## config.mk

```make
export PLATFORM = sky130hd
export DESIGN_NAME = hue_sequencer
export DESIGN_NICKNAME = d
export VERILOG_FILES = /design/src/rtl/hue_sequencer.sv
export SDC_FILE = /design/constraint.sdc
export NUM_CORES = 1
export LEC_CHECK = 0
export BUFFER_PORTS_ARGS = -buffer_cell sky130_fd_sc_hd__clkbuf_2
export CAP_MARGIN = 40
export CORE_MARGIN = 4
export CORE_UTILIZATION = 60
export DETAILED_ROUTE_END_ITERATION = 16
export PLACE_DENSITY = 0.81
export SLEW_MARGIN = 40
export SYNTH_ARGS = -nofsm -noshare
export SYNTH_HDL_FRONTEND = slang
export SYNTH_SLANG_ARGS = --single-unit
```

## constraint.sdc

```tcl
create_clock -name clk -period 3.2 [get_ports clk]
set_input_delay 0.64 -clock clk [delete_from_list [all_inputs] [get_ports clk]]
set_output_delay 0.64 -clock clk [all_outputs]
set_load 0.01 [all_outputs]
```

## src/rtl/hue_sequencer.sv

```systemverilog
// hue_sequencer
//   Steps through six hue segments and tells three downstream fade engines
//   (R, G, B) what to do in each one. Automatic sequencing is timer driven
//   while RUNNING. Manual single-segment steps are accepted only while PAUSED.
//
//   Ports
//     clk        single clock
//     rst_n      asynchronous active-low reset (release synchronised internally)
//     run        level: 1 = sequence automatically, 0 = pause
//     dir        0 = forward (0->5), 1 = reverse (5->0); honoured only when
//                HUE_SEQ_REVERSE_EN is defined, otherwise ignored
//     step_req   manual advance request (rising edge, PAUSED only)
//     step_ack   one-cycle acknowledge, aligned with the stepped seg_idx
//     seg_idx    current segment 0..5
//     r/g/b_state per-channel fade command: 00 INC, 01 DEC, 10 HIGH, 11 LOW
//     fade_en    registered, 1 while RUNNING
//     seg_start  one-cycle pulse with every new seg_idx
//     wrap       one-cycle pulse when seg_idx wraps (5->0 fwd, 0->5 rev)
//
//   Build option: HUE_SEQ_REVERSE_EN enables reverse sequencing via dir.
module hue_sequencer #(
    parameter int SEGMENT_CYCLES = 2000000
) (
    input  logic       clk,
    input  logic       rst_n,
    input  logic       run,
    input  logic       dir,
    input  logic       step_req,
    output logic       step_ack,
    output logic [2:0] seg_idx,
    output logic [1:0] r_state,
    output logic [1:0] g_state,
    output logic [1:0] b_state,
    output logic       fade_en,
    output logic       seg_start,
    output logic       wrap
);
    localparam int            CW       = $clog2(SEGMENT_CYCLES);
    localparam logic [CW-1:0] CNT_LAST = CW'(SEGMENT_CYCLES - 1);

    typedef enum logic [1:0] {IDLE, RUNNING, PAUSED} state_t;
    typedef enum logic [1:0] {INC = 2'b00, DEC = 2'b01, HIGH = 2'b10, LOW = 2'b11} fade_t;

    state_t        state, state_nxt;
    logic [CW-1:0] cnt, cnt_nxt;
    logic [2:0]    seg_nxt;
    logic [1:0]    rst_sync;
    logic          rst_ok;
    logic          step_q;
    logic          adv, step_acc, wrap_nxt, rev;

`ifdef HUE_SEQ_REVERSE_EN
    assign rev = dir;
`else
    // Forward-only build: dir stays on the port but never steers the index.
    assign rev = dir & 1'b0;
`endif

    // Release synchroniser: the FSM may only leave IDLE once both stages
    // have seen rst_n high, so release never races the first state change.
    always_ff @(posedge clk or negedge rst_n) begin
        if (!rst_n) rst_sync <= 2'b00;
        else        rst_sync <= {rst_sync[0], 1'b1};
    end
    assign rst_ok = rst_sync[1];

    // Next state, advance request and step acceptance.
    always_comb begin
        state_nxt = state;
        adv       = 1'b0;
        step_acc  = 1'b0;
        case (state)
            IDLE:    if (run && rst_ok) state_nxt = RUNNING;
            RUNNING: begin
                // Terminal count advances even if run drops on this cycle.
                adv = (cnt == CNT_LAST);
                if (!run) state_nxt = PAUSED;
            end
            PAUSED:  begin
                step_acc = step_req & ~step_q;
                adv      = step_acc;
                if (run) state_nxt = RUNNING;
            end
            default: state_nxt = IDLE;
        endcase
    end

    // Segment counter: counts in RUNNING, freezes in PAUSED, zero in IDLE.
    always_comb begin
        cnt_nxt = cnt;
        case (state)
            RUNNING: cnt_nxt = adv ? '0 : cnt + CW'(1);
            PAUSED:  if (step_acc) cnt_nxt = '0;
            default: cnt_nxt = '0;
        endcase
    end

    // Segment index update; 6/7 are illegal and fall back to 0.
    always_comb begin
        seg_nxt  = seg_idx;
        wrap_nxt = 1'b0;
        if (seg_idx > 3'd5) begin
            seg_nxt = 3'd0;
        end else if (adv) begin
            if (rev) begin
                wrap_nxt = (seg_idx == 3'd0);
                seg_nxt  = wrap_nxt ? 3'd5 : seg_idx - 3'd1;
            end else begin
                wrap_nxt = (seg_idx == 3'd5);
                seg_nxt  = wrap_nxt ? 3'd0 : seg_idx + 3'd1;
            end
        end
    end

    always_ff @(posedge clk or negedge rst_n) begin
        if (!rst_n) begin
            state     <= IDLE;
            cnt       <= '0;
            seg_idx   <= 3'd0;
            fade_en   <= 1'b0;
            seg_start <= 1'b0;
            wrap      <= 1'b0;
            step_ack  <= 1'b0;
            step_q    <= 1'b0;
        end else begin
            state     <= state_nxt;
            cnt       <= cnt_nxt;
            seg_idx   <= seg_nxt;
            // Registered from the next state so it tracks RUNNING exactly.
            fade_en   <= (state_nxt == RUNNING);
            // Pulses register alongside seg_idx so they line up with it.
            seg_start <= (seg_nxt != seg_idx);
            wrap      <= wrap_nxt;
            step_ack  <= step_acc;
            // Edge detector runs in every state, so a level held across
            // RUNNING->PAUSED is not mistaken for a fresh request.
            step_q    <= step_req;
        end
    end

    // Per-segment channel commands.
    always_comb begin
        case (seg_idx)
            3'd0:    {r_state, g_state, b_state} = {HIGH, INC,  LOW };
            3'd1:    {r_state, g_state, b_state} = {DEC,  HIGH, LOW };
            3'd2:    {r_state, g_state, b_state} = {LOW,  HIGH, INC };
            3'd3:    {r_state, g_state, b_state} = {LOW,  DEC,  HIGH};
            3'd4:    {r_state, g_state, b_state} = {INC,  LOW,  HIGH};
            3'd5:    {r_state, g_state, b_state} = {HIGH, LOW,  DEC };
            default: {r_state, g_state, b_state} = {LOW,  LOW,  LOW };
        endcase
    end
endmodule

```

## After elaboration in Yosys (flattened, before gate mapping)

Cells that the tools add are included.

| operators by class | value |
|---|---|
| $add $sub $neg | 2 |
| magnitude comparators | 1 |
| eq/ne operators | 11 |
| muxes and demuxes | 17 |
| bitwise logic cells | 2 |
| reductions and logical operators | 6 |

Operators with widths:

| operator | count |
|---|---|
| $mux 21 | 2 |
| $pmux 21 s2 | 1 |
| $pmux 2 s3 | 4 |
| $add 21x1->21 const B | 1 |
| $eq 21x21->1 const B | 1 |
| $mux 3 | 3 |
| $eq 3x2->1 const B | 2 |
| $eq 3x3->1 const B | 2 |
| $mux 2 | 3 |
| $reduce_or 2->1 | 3 |
| $eq 2x1->1 const B | 2 |
| $add 3x1->3 const B | 1 |
| $eq 3x1->1 const B | 1 |
| $gt 3x3->1 const B | 1 |
| $logic_not 3->1 | 1 |
| $mux 1 | 3 |
| $ne 3x3->1 | 1 |
| $eq 2x2->1 const B | 1 |
| $logic_not 2->1 | 1 |
| $ne 2x2->1 const B | 1 |
| $pmux 1 s2 | 1 |
| $and 1x1->1 | 1 |
| $logic_and 1x1->1 | 1 |
| $not 1->1 | 1 |

| word-level totals | value |
|---|---|
| bits in registers | 33 |
| bits of input ports | 5 |
| output and inout bits | 13 |
| logic and storage cells | 48 |

## Depth between registers and ports, before layout

| logic depth | value |
|---|---|
| word-level depth | 6 |
| gate-level depth with buffers | 7 |
| gate-level depth less buffers | 6 |

## Worst setup path before layout

OpenSTA, ideal clock, no wires.

| path | value |
|---|---|
| path type | reg2out |
| start point | reg seg_idx[0] |
| end point | out g_state[0] |
| arrival | 1.403 ns |
| required time | 2.560 ns |
| slack | 1.157 ns |
| stages on the path, launching flop included | 5 |
| path buffers | 1 |
| cell sequence | dfrtp_1 > clkbuf_1 > and2_1 > ha_1 > or3_1 |

| between the ends | value |
|---|---|
| longest elaborated chain between the ends | 3 |
| elaborated cells between the ends (all ways) | 6 |
| classes of those cells | eq/ne: 3; mux: 1; reduce/logical: 2 |

Ends and longest elaborated chain:

| element | line | text |
|---|---|---|
| from (decl) | 30 | `output logic [2:0] seg_idx,` |
| from (signal assigned) | 128 | `seg_idx <= seg_nxt;` |
| $eq 3x2->1 or $eq 3x1->1 (tied branches) | 143 | `case (seg_idx)` |
| $reduce_or 2->1 (no source line) | n/a |  |
| $pmux 2 s3 (*) | 143 |  |
| to (decl) | 32 | `output logic [1:0] g_state,` |

Every way passes the cells marked *; elsewhere a longest branch is shown, timed or not.

## Worst setup path after layout

| path | value |
|---|---|
| start point | reg seg_idx[2] |
| end point | out b_state[0] |

| between the ends | value |
|---|---|
| longest elaborated chain between the ends | 3 |
| elaborated cells between the ends (all ways) | 6 |
| classes of those cells | eq/ne: 4; mux: 1; reduce/logical: 1 |

Ends and longest elaborated chain:

| element | line | text |
|---|---|---|
| $eq 3x3->1 or $eq 3x2->1 (tied branches) | 143 |  |
| $reduce_or 2->1 (no source line) | n/a |  |
| $pmux 2 s3 (*) | 143 |  |
| to (decl) | 33 | `output logic [1:0] b_state,` |

Marks and branches as above.

==> results.cfg <==
[hold_path]
hold_path_class = in2async

[drt]
firstDrtPassIters = 4
ant_nets = 0
wl_mm = 4.03
vias_per_cell = 6.20
wire_per_inst_um = 15.5
vias = 1607
remaining_drc_errors = 0
first_iter_violations = 102

[place]
post-place-ws_ns = 1.03
place_congestion = 0.823
placed_cell_area_um2 = 2010
dp.cells = 251
dp_hpwl_mm = 2.92
port_buffers = 16

[floorplan]
pin_count = 18
dieArea_um2 = 4170
rows = 20
die_w_um = 64.6
core_area_um2 = 3050
initial_core_util_pct = 63.0
die_h_um = 64.6

[global_route]
grt_pass1_vias = 1579
grt_use_total_pct = 21.9
antenna_found_initial = 0
overflow = 0
grt_max_degree = 34
grt_pass1_wl_mm = 7.12

[cts]
root_buffer = clkbuf_4
cts.clk_slew.worst_paths_ns = 0.10
cts_buffers = 5
postCtsHoldBufs = 0
cts.sink_count = 33
post_cts_buffers = 0
cts_buffer_depth = 2
htreeDepth = 2
postCtsResizedCells = 0
cts_tree = built
clk_latency_ns = 0.34

[timing]
period_minus_slack_ns = 2.53
setup_violations = 0
hold_viol_final = 0
fin_skew_ns = 0.0105
setup_tns_ns = 0
worst_slew_pin_slew_ns = 0.706
slew_viol_final = 0
slew_headroom_pct = 52.9
rsz0062_at_grt = no
max_freq_ghz = 0.395
worst_slack_ns = 0.669
fin_crit_sh_pct = 79.1

[synth]
yosysUniqueCellTypes = 48
syn_inst = 199
ys_ff_latch = 33
synthesis.nets = 210
synth_flop_cell = dfrtp_1
synth_edf_count = 0
syn_area_um2 = 1920
syn_area_per_cell_um2 = 9.66
yosysSeqAreaShare_pct = 43.0
synth-async-reset-ratio_pct = 100
ys_warn_count = 0

[finish]
final_area_um2 = 2100
postLayoutCoreUtil_pct = 68.7
nets = 225
final_layout_size_suffix_gt1_share_pct = 14.9
fin_cells = 259
antenna_cells = 0
syn2layout_area_growth_pct = 9.18

[power_and_ir_drop]
vdd_drop_max_v = 0.000342
power_density_nw_per_um2 = 587
p_leak_nw = 0.879

[setup_path]
reg2reg_slack_ns = 0.97
worstPathArrival_ns = 1.89
r2r_cells = 5
slowest_stage = dfrtp_1
worstSetupPathType = reg2out
path_cells = inv_1 > ha_1 > o21ai_0 > o311a_1 > clkbuf_2
cp.depth = 5
critPathCaptureType = output port
startpoint = seg_idx[2]
path_buf_inv = 2
r2r_start = state[0]
max_stage_delay_ns = 0.56
cp.required_ns = 2.56
cp_max_fo = 12
cp-start-kind = flip-flop
crit_family = flip-flops

[outcome]
status = completed

[job]
max_cap_viol_count = 0
==> logic make-up (layout without fill, tap and decap cells) <==
group,count (synthesis),in the layout,share of synthesized area (%)
muxes,3,3,1.63
xor gates and xnor gates,8,8,3.65
DFF,33,33,43.0
and+or+nand+nor,80,80,24.4
AOI/OAI and AO/OA,52,52,19.2
adders and majority gates,6,6,3.91
other,1,1,0.195
buffers and inverters,16,32,4.04
==> flip-flops by register name, indices dropped and copies added, names as in the netlist <==
register   count
cnt           21
seg_idx        3
rst_sync       2
state          2
fade_en        1
seg_start      1
step_ack       1
step_q         1
wrap           1
==> power breakdown <==
group          leakage [nW]  switching [W]  total (W)  internal [W]
sequential            0.442      0.0000497   0.000506      0.000456
combinational         0.391       0.000239   0.000399      0.000160
clock                0.0455       0.000140   0.000327      0.000187
==> cell usage after synthesis, types with 5 or more instances <==
library cell	count	area, um^2
xnor2_1	6	52.6
clkbuf_1	5	18.8
nand3_1	9	45.0
inv_1	7	26.3
o21ai_0	8	40.0
dfrtp_1	33	826
a21oi_1	15	75.1
and4_1	5	43.8
or4_1	7	52.6
nand2_1	14	52.6
o31ai_1	7	52.6
nor2_1	14	52.6
ha_1	6	75.1
==> final timing paths <==
| check | endpoint |
|---|---|
| max | b_state[0] |
| max reg2reg | cnt[12] |
| min in group clk | rst_sync[1] |
| max in group asynchronous | cnt[12] |
| min | wrap |
| min reg2reg | rst_sync[1] |
==> stage by stage <==
stage / hold slack (ns) / total power [W]
after floorplan: 0.331 / 0.000787
after global placement: 0.333 / 0.000889
after detailed placement: 0.358 / 0.000908
after CTS: 0.381 / 0.00123
after global routing: 0.384 / 0.00132
final: 0.341 / 0.00123
==> worst register-to-register path, stage by stage, from the launching register on <==
cell	delay [ns]
dfrtp_1	0.46
inv_1	0.10
ha_1	0.41
a211o_1	0.51
or4_1	0.53
a21oi_1	0.16
==> per-layer routing <==
| layer | up-vias | part of all wire, % | global-route usage [%] |
|---|---|---|---|
| met1 | 788 | 43 | 27.4 |
| met3 | 7 | 4.4 | 4.68 |
| met5 | - | 0 | 0 |
| met4 | 0 | 1.3 | 8.18 |
| li1 | 770 | - | - |
| met2 | 42 | 51 | 37.1 |
==> cell type report <==
type / instances / area (um^2)
clock buffer: 7 / 55.1
sequential: 33 / 826
clock inverter: 1 / 30.0
inverter: 7 / 26.3
tap: 44 / 55.1
timing repair buffer: 17 / 87.6
multi-input combinational: 150 / 1020
fill: 251 / 955
==> placed cells by master (no fill, tap or decap), types with 6 or more instances in the layout <==
cell | synthesis | layout
dfrtp_1 | 33 | 33
a21oi_1 | 15 | 15
clkbuf_2 | 0 | 15
nor2_1 | 14 | 14
nand2_1 | 14 | 14
nand3_1 | 9 | 9
o21ai_0 | 8 | 8
inv_1 | 7 | 7
o31ai_1 | 7 | 7
or4_1 | 7 | 7
xnor2_1 | 6 | 6
ha_1 | 6 | 6
Note: power is estimated with default switching activity, not from simulation.
